--- src/rtl/pc_gen_if.sv ---
// Fetch request bus between the PC generator and instruction memory.
// The master drives the fetch address and request; the memory answers with ready.
interface pc_gen_if #(
  parameter int ADDR_WIDTH = 32
);
  logic [ADDR_WIDTH-1:0] pc;
  logic                  ce;
  logic                  req_valid;
  logic                  req_ready;

  modport master (
    output pc,
    output ce,
    output req_valid,
    input  req_ready
  );

  modport slave (
    input  pc,
    input  ce,
    input  req_valid,
    output req_ready
  );
endinterface

--- src/rtl/pc_gen.sv ---
// Fetch-stage program counter: sequential stepping, flush and branch redirects,
// and a one-entry buffer that holds a branch target until fetch can advance.
module pc_gen #(
  parameter int                    ADDR_WIDTH   = 32,
  parameter int                    INST_BYTES   = 4,
  parameter logic [ADDR_WIDTH-1:0] RESET_VECTOR = '0,
  parameter int                    STALL_WIDTH  = 6
) (
  input  logic                   clk,
  input  logic                   rst,
  input  logic [STALL_WIDTH-1:0] stall,
  input  logic                   flush,
  input  logic [ADDR_WIDTH-1:0]  flush_pc,
  input  logic                   branch_flag,
  input  logic [ADDR_WIDTH-1:0]  branch_target,
  pc_gen_if.master               bus,
  output logic                   redirect_pending
);

  localparam logic [ADDR_WIDTH-1:0] PC_INC     = ADDR_WIDTH'(INST_BYTES);
  localparam logic [ADDR_WIDTH-1:0] ALIGN_MASK = ~(PC_INC - ADDR_WIDTH'(1));

  typedef enum logic {
    FETCH_OFF,
    FETCH_ON
  } fetch_state_t;

  fetch_state_t          state;
  fetch_state_t          state_next;
  logic                  ce;
  logic                  adv;
  logic [ADDR_WIDTH-1:0] pc_q;
  logic [ADDR_WIDTH-1:0] pc_next;
  logic                  pending_q;
  logic                  pending_next;
  logic [ADDR_WIDTH-1:0] target_q;
  logic [ADDR_WIDTH-1:0] target_next;
  logic                  unused_stall;

  function automatic logic [ADDR_WIDTH-1:0] align(input logic [ADDR_WIDTH-1:0] addr);
    return addr & ALIGN_MASK;
  endfunction

  // Fetch turns on the first edge after reset releases and stays on.
  always_ff @(posedge clk) begin
    if (rst) begin
      state <= FETCH_OFF;
    end else begin
      state <= state_next;
    end
  end

  always_comb begin
    state_next = FETCH_ON;
  end

  always_comb begin
    ce = (state == FETCH_ON);
  end

  // Only the fetch-stage stall bit matters; the others are deliberately ignored.
  assign unused_stall = ^stall;
  assign adv          = ce & bus.req_ready & ~stall[0];

  // Redirect priority: flush, live branch, buffered branch, then sequential step.
  always_comb begin
    pc_next      = pc_q;
    pending_next = pending_q;
    target_next  = target_q;
    if (ce) begin
      if (flush) begin
        pc_next      = align(flush_pc);
        pending_next = 1'b0;
      end else if (branch_flag && adv) begin
        pc_next      = align(branch_target);
        pending_next = 1'b0;
      end else if (branch_flag) begin
        target_next  = align(branch_target);
        pending_next = 1'b1;
      end else if (pending_q && adv) begin
        pc_next      = target_q;
        pending_next = 1'b0;
      end else if (adv) begin
        pc_next      = pc_q + PC_INC;
      end
    end
  end

  always_ff @(posedge clk) begin
    if (rst) begin
      pc_q      <= RESET_VECTOR;
      pending_q <= 1'b0;
      target_q  <= '0;
    end else begin
      pc_q      <= pc_next;
      pending_q <= pending_next;
      target_q  <= target_next;
    end
  end

  assign bus.pc           = pc_q;
  assign bus.ce           = ce;
  assign bus.req_valid    = ce;
  assign redirect_pending = pending_q;

endmodule

--- src/flat_wrapper.sv ---
// flat-port wrapper written by rule: the top's interface ports become plain ports
module pc_gen_flat 
#(
  parameter int                    ADDR_WIDTH   = 32,
  parameter int                    INST_BYTES   = 4,
  parameter logic [ADDR_WIDTH-1:0] RESET_VECTOR = '0,
  parameter int                    STALL_WIDTH  = 6
)
  (clk, rst, stall, flush, flush_pc, branch_flag, branch_target, redirect_pending, bus_pc, bus_ce, bus_req_valid, bus_req_ready);
  pc_gen_if #(.ADDR_WIDTH(ADDR_WIDTH)) bus_i ();
  input  logic clk;
  input  logic rst;
  input  logic [STALL_WIDTH-1:0] stall;
  input  logic flush;
  input  logic [ADDR_WIDTH-1:0] flush_pc;
  input  logic branch_flag;
  input  logic [ADDR_WIDTH-1:0] branch_target;
  output logic redirect_pending;
  output wire logic [$bits(bus_i.pc)-1:0] bus_pc;
  output wire logic [$bits(bus_i.ce)-1:0] bus_ce;
  output wire logic [$bits(bus_i.req_valid)-1:0] bus_req_valid;
  input wire logic [$bits(bus_i.req_ready)-1:0] bus_req_ready;
  assign bus_pc = bus_i.pc;
  assign bus_ce = bus_i.ce;
  assign bus_req_valid = bus_i.req_valid;
  assign bus_i.req_ready = bus_req_ready;
  pc_gen #(.ADDR_WIDTH(ADDR_WIDTH), .INST_BYTES(INST_BYTES), .RESET_VECTOR(RESET_VECTOR), .STALL_WIDTH(STALL_WIDTH)) u_core (.clk(clk), .rst(rst), .stall(stall), .flush(flush), .flush_pc(flush_pc), .branch_flag(branch_flag), .branch_target(branch_target), .bus(bus_i), .redirect_pending(redirect_pending));
endmodule
--- config.mk ---
export PLATFORM = sky130hd
export DESIGN_NAME = pc_gen_flat
export DESIGN_NICKNAME = d
export VERILOG_FILES = /design/src/rtl/pc_gen_if.sv /design/src/rtl/pc_gen.sv /design/src/flat_wrapper.sv
export SDC_FILE = /design/constraint.sdc
export NUM_CORES = 1
export LEC_CHECK = 0
export CORE_MARGIN = 3
export CORE_UTILIZATION = 45
export CTS_BUF_LIST = sky130_fd_sc_hd__clkbuf_2
export DETAILED_ROUTE_END_ITERATION = 10
export PLACE_DENSITY = 0.77
export SLEW_MARGIN = 20
export SYNTH_ARGS = -nofsm -noshare
export SYNTH_HDL_FRONTEND = slang
export SYNTH_SLANG_ARGS = --single-unit
--- constraint.sdc ---
create_clock -name clk -period 3.5 [get_ports clk]
set_input_delay 0.35 -clock clk [delete_from_list [all_inputs] [get_ports clk]]
set_output_delay 0.35 -clock clk [all_outputs]
set_load 0.01 [all_outputs]
* After elaboration in Yosys (flattened, before gate mapping)
Cells that the tools add are included.
Storage, ports and cells: flip-flop bits (word level) 64, input port bits 75, logic and storage cells 28
Operators by class: add/subtract/negate cells 1, equal/unequal tests 1, mux-type cells 10, bitwise gates (word level) 5, reduce and logical (&&, ||, !) cells 7
Operators with widths (count):
- 2-to-1 mux 32 bit | 5
- adder 32 x 3 -> 32 bit, second input constant | 1
- nonzero test 4 bit | 2
- 2-to-1 mux 1 bit | 5
- AND reduction 4 bit | 1
- != test 3 x 2 -> 1 bit, second input constant | 1
- NOT 1 bit | 3
- AND reduction 3 bit | 1
- bitwise AND 1 bit | 2
- logical AND 1 bit | 2
- AND reduction 2 bit | 1

* Depth between registers and ports, before layout
depth in word-level cells 7, depth in mapped cells 8

* Worst setup path after synthesis
No wires, ideal clock.
path type reg-to-reg, from register u_core.pc_q[2] (netlist: u_core.bus.pc[2]), to register u_core.pc_q[26] (netlist: u_core.bus.pc[26]), arrival time 1.866 ns, data required time 3.364 ns, slack 1.498 ns, cell stages (with the launch flop) 8, buffers on the path 1, period minus slack after synthesis 2.002 ns, path through dfxtp_1 > ha_1 > nand3_1 > or3_1 > buf_2 > o31a_1 > nor3_1 > o32ai_1
On the way: word-level cells in the longest chain between the ends 6
Ends and longest elaborated chain:
- start, declared | RTL line pc_gen.sv:32 | logic [ADDR_WIDTH-1:0] pc_q;
- start signal, assigned | RTL line pc_gen.sv:95 | pc_q <= pc_next;
- adder 32 x 3 -> 32 bit | RTL line pc_gen.sv:84 | pc_next = pc_q + PC_INC;
- 2-to-1 mux 32 bit | RTL line pc_gen.sv:83 | end else if (adv) begin
- 2-to-1 mux 32 bit | RTL line pc_gen.sv:80 | end else if (pending_q && adv) begin
- 2-to-1 mux 32 bit | RTL line pc_gen.sv:77 | end else if (branch_flag) begin
- 2-to-1 mux 32 bit | RTL line pc_gen.sv:74 | end else if (branch_flag && adv) begin
- 2-to-1 mux 32 bit | RTL line pc_gen.sv:71 | if (flush) begin
Every way passes these cells. The select of a mux whose other input is x is not followed. A chain may end at the register's enable or synchronous reset.

==> results.rst <==
.. list-table::
   :header-rows: 1

   * - Metric
     - Value
   * - Synthesized netlist cell count
     - 503
   * - Mapped cell area
     - 0.00372 mm²
   * - Largest delay share family, worst path
     - buffers and inverters
   * - Detailed-route wire length
     - 12.5 mm
   * - Main flop type after synthesis
     - sky130_fd_sc_hd__dfxtp_1
   * - DIE AREA
     - 0.00940 mm²
   * - Number of sinks driven by the clock tree
     - 62
   * - Sum Neg Setup Slack
     - 0 ns
   * - Hold-fix buffer count after cts
     - 0
   * - Number of enable-type register cells in the synthesized netlist
     - 0
   * - Type of element capturing the critical path
     - flip-flop
   * - Synth warn
     - 0
   * - Count of state elements after synthesis
     - 62
   * - Max Slew Vio Count
     - 0
   * - Number of buffers added for setup after CTS
     - 0
   * - First-pass GRT wire length
     - 20.0 mm
   * - Setup Skew
     - 0.0309 ns
   * - Hold Slack
     - 0.402 ns
   * - DRC
     - 0
   * - Antenna violations before repair
     - 0
   * - Layout cells sized above 1
     - 7.45%
   * - Fraction of post-synthesis cell area in the top cell type by area
     - 33.4%
   * - TritonCTS clock tree
     - yes
   * - Cell type with the largest total area after synthesis
     - sky130_fd_sc_hd__dfxtp_1
   * - Total vias in the final route
     - 4,278
   * - Clock Path Buffers
     - 2
   * - Series of cell instances along the critical path
     - clkdlybuf4s50_1 > clkinv_1 > nand2_1 > a21oi_1 > a31o_2 > a22o_1
   * - Worst hold path class
     - primary input to flip-flop
   * - Initial Utilization
     - 47.2%
   * - Total power density per cell area
     - 312 mW/mm²
   * - Arr. time, crit path
     - 2.80 ns
   * - Sum of internal, switching and leakage power
     - 1.51 mW
   * - Detailed-routing iteration count for the pre-antenna-repair pass
     - 5
   * - Slowest CP cell
     - sky130_fd_sc_hd__clkdlybuf4s50_1
   * - Via-per-instance ratio
     - 6.17
   * - Critical path launch point type
     - primary input
   * - Final Setup Violations
     - 0
   * - Height of the die
     - 96.9 µm
   * - Worst path buffer plus inverter count
     - 2
   * - Row count
     - 32
   * - Overall fraction of global-route tracks in use
     - 25.9%
   * - CP Data Required Time
     - 3.88 ns
   * - Critical path's largest stage delay
     - 0.97 ns
   * - Outcome
     - finished, final reports clean
   * - Number of non-filler instances in the completed layout
     - 693
   * - Min cycle time layout
     - 2.42 ns
   * - Max-slew headroom
     - 48.6%
   * - Lkg Pwr
     - 1.68 nW
   * - Post-CTS clock slew at the launch and capture registers of the worst setup and hold paths
     - 0.19 ns
   * - Tightest Pin Transition
     - 0.769 ns
   * - Maximum number of pins on one net before global-route repair
     - 32
   * - GRT overflow
     - 0
   * - CTS root buf
     - sky130_fd_sc_hd__clkbuf_2
   * - IO buf count
     - 98
   * - Per-cell routed wire length
     - 18.1 µm
   * - Diode insertion count for antenna repair
     - 0
   * - Clock latency at the later pin of the worst-skew pair
     - 0.50 ns
   * - Nets
     - 662
   * - Post-route antenna net violation count
     - 0
   * - Post-DP HPWL
     - 8.72 mm
   * - TritonCTS buffer count
     - 9
   * - Achievable clock frequency
     - 413 MHz
   * - Post-synth cell types
     - 60
   * - Peak supply drop
     - 0.166 mV
   * - RSZ-0062 raised after global routing
     - no
   * - Iteration-0 DRC Markers
     - 383
   * - Final core utilization
     - 61.5%
   * - I/O pin count
     - 110
   * - Mean Syn Cell Area
     - 7.40 µm²
   * - Weighted congestion at the end of routability-driven global placement
     - 0.890
   * - Post-synthesis async set-or-reset flop share
     - 0%
   * - Number of global-route vias before repair
     - 3,907
   * - Portion of the post-synthesis area used by sequential elements
     - 33.4%
   * - Maximum fanout count along the critical path
     - 17
   * - Final period util
     - 69.2%
   * - Area added between synthesis and finish
     - 30.3%
   * - Area of the core region
     - 0.00789 mm²
   * - Placed Cells incl. Taps
     - 677
   * - CTS H-tree depth
     - 3
   * - Die W
     - 96.9 µm
   * - Ranking of synthesized cells by area
     - sky130_fd_sc_hd__dfxtp_1, sky130_fd_sc_hd__nand2_1, sky130_fd_sc_hd__a21oi_1
   * - Number of resized instances in the post-cts repair step
     - 0
   * - Total count of hold-check failures in the final report
     - 0
   * - Worst setup path class
     - primary input to flip-flop
   * - Max_cap viols
     - 0
[cell usage after synthesis, types with 2 or more instances]
| library cell | number |
|---|---|
| sky130_fd_sc_hd__or2_2 | 2 |
| sky130_fd_sc_hd__buf_4 | 3 |
| sky130_fd_sc_hd__mux2i_1 | 2 |
| sky130_fd_sc_hd__nand4b_1 | 2 |
| sky130_fd_sc_hd__xor2_1 | 5 |
| sky130_fd_sc_hd__a211o_1 | 4 |
| sky130_fd_sc_hd__nand2_1 | 95 |
| sky130_fd_sc_hd__a31o_2 | 7 |
| sky130_fd_sc_hd__clkbuf_1 | 32 |
| sky130_fd_sc_hd__o32ai_1 | 6 |
| sky130_fd_sc_hd__xnor2_1 | 3 |
| sky130_fd_sc_hd__and4_1 | 5 |
| sky130_fd_sc_hd__a32o_1 | 2 |
| sky130_fd_sc_hd__a22oi_1 | 3 |
| sky130_fd_sc_hd__a221o_1 | 4 |
| sky130_fd_sc_hd__nor4_2 | 2 |
| sky130_fd_sc_hd__o22ai_1 | 9 |
| sky130_fd_sc_hd__buf_2 | 3 |
| sky130_fd_sc_hd__or3_1 | 8 |
| sky130_fd_sc_hd__nand4_1 | 9 |
| sky130_fd_sc_hd__a21oi_1 | 48 |
| sky130_fd_sc_hd__o211ai_1 | 12 |
| sky130_fd_sc_hd__o31ai_1 | 7 |
| sky130_fd_sc_hd__a221oi_1 | 10 |
| sky130_fd_sc_hd__nand4_4 | 2 |
| sky130_fd_sc_hd__nor2b_1 | 2 |
| sky130_fd_sc_hd__nor3_1 | 16 |
| sky130_fd_sc_hd__nor3b_1 | 3 |
| sky130_fd_sc_hd__dfxtp_1 | 62 |
| sky130_fd_sc_hd__nor4_1 | 2 |
| sky130_fd_sc_hd__a22o_1 | 3 |
| sky130_fd_sc_hd__and3_1 | 8 |
| sky130_fd_sc_hd__nor2_1 | 31 |
| sky130_fd_sc_hd__a31oi_1 | 5 |
| sky130_fd_sc_hd__nand3_1 | 15 |
| sky130_fd_sc_hd__o31a_1 | 3 |
| sky130_fd_sc_hd__o21ai_0 | 28 |
| sky130_fd_sc_hd__a211oi_1 | 8 |
| sky130_fd_sc_hd__nand2b_1 | 7 |
| sky130_fd_sc_hd__inv_1 | 4 |
| sky130_fd_sc_hd__buf_1 | 2 |
[power by group]
group	switching, mW	internal, mW
Clock	0.263	0.106
Sequential	0.0509	0.742
Combinational	0.164	0.186
Total	0.478	1.03
[worst reg2reg max path, stage by stage (launching register included)]
cell                      delay, ns
sky130_fd_sc_hd__dfxtp_1       0.53
sky130_fd_sc_hd__ha_1          0.30
sky130_fd_sc_hd__nand3_1       0.21
sky130_fd_sc_hd__nor3_1        0.58
sky130_fd_sc_hd__nand3_1       0.19
sky130_fd_sc_hd__a31o_2        0.26
sky130_fd_sc_hd__a22o_1        0.22
[stage by stage]
step | setup WS, ns | cell area [µm²]
after floorplan | 1.50 | 3720
after global placement | 0.697 | 4770
after detailed placement | 0.659 | 4770
after CTS | 1.15 | 4840
after global routing | 0.974 | 4850
final | 1.08 | 4850
[per-layer routing]
layer,up-vias,track usage [%],part of all wire [%]
met3,25,4.69,8.5
met5,-,0,0
met4,0,9.94,2.6
met1,1990,35.5,43
met2,225,40.6,46
li1,2038,-,-
[placed cells by master, fill, tap and decap left out, drive strengths merged, types with 9 or more instances in the layout]
cell	netlist	layout
a21oi	48	48
a221oi	10	10
buf	8	13
clkbuf	32	14
clkdlybuf4s50	0	98
dfxtp	62	62
nand2	95	95
nand3	15	15
nand4	11	11
nor2	31	31
nor3	16	16
o211ai	12	12
o21ai	29	29
o22ai	9	9
[worst paths after layout]
path	slack (ns)	start	end	depth (start not counted)
max	1.08	rst	u_core.bus.pc[16]	6
min	0.40	branch_target[8]	u_core.target_q[8]	3
max reg2reg	1.11	u_core.bus.pc[2]	u_core.bus.pc[16]	6
min reg2reg	0.47	u_core.target_q[14]	u_core.target_q[14]	2
[state kept, by name, summed over array words and instances (netlist names)]
| name | count |
|---|---|
| u_core.bus.pc | 30 |
| u_core.target_q | 30 |
| u_core.bus.ce | 1 |
| u_core.redirect_pending | 1 |
[area by class of cell]
cell class	instances	area, µm²
fill	726	3040
multi-input combinational	397	2300
sequential	62	1240
timing repair buffer	111	1080
tap	102	128
clock buffer	14	70.1
inverter	5	18.8
clock inverter	2	8.76
[cells by family after synthesis]
group	share of synthesized area (%)
AO/OA/AOI/OAI	30.2
flip-flops	33.4
XOR/XNOR	1.88
multiplexers	0.538
other	0.101
buffers and inverters	4.94
adder cells (fa/ha/maj)	0.336
AND/OR/NAND/NOR	28.7
No activity file was read; power rests on OpenSTA's default activity.
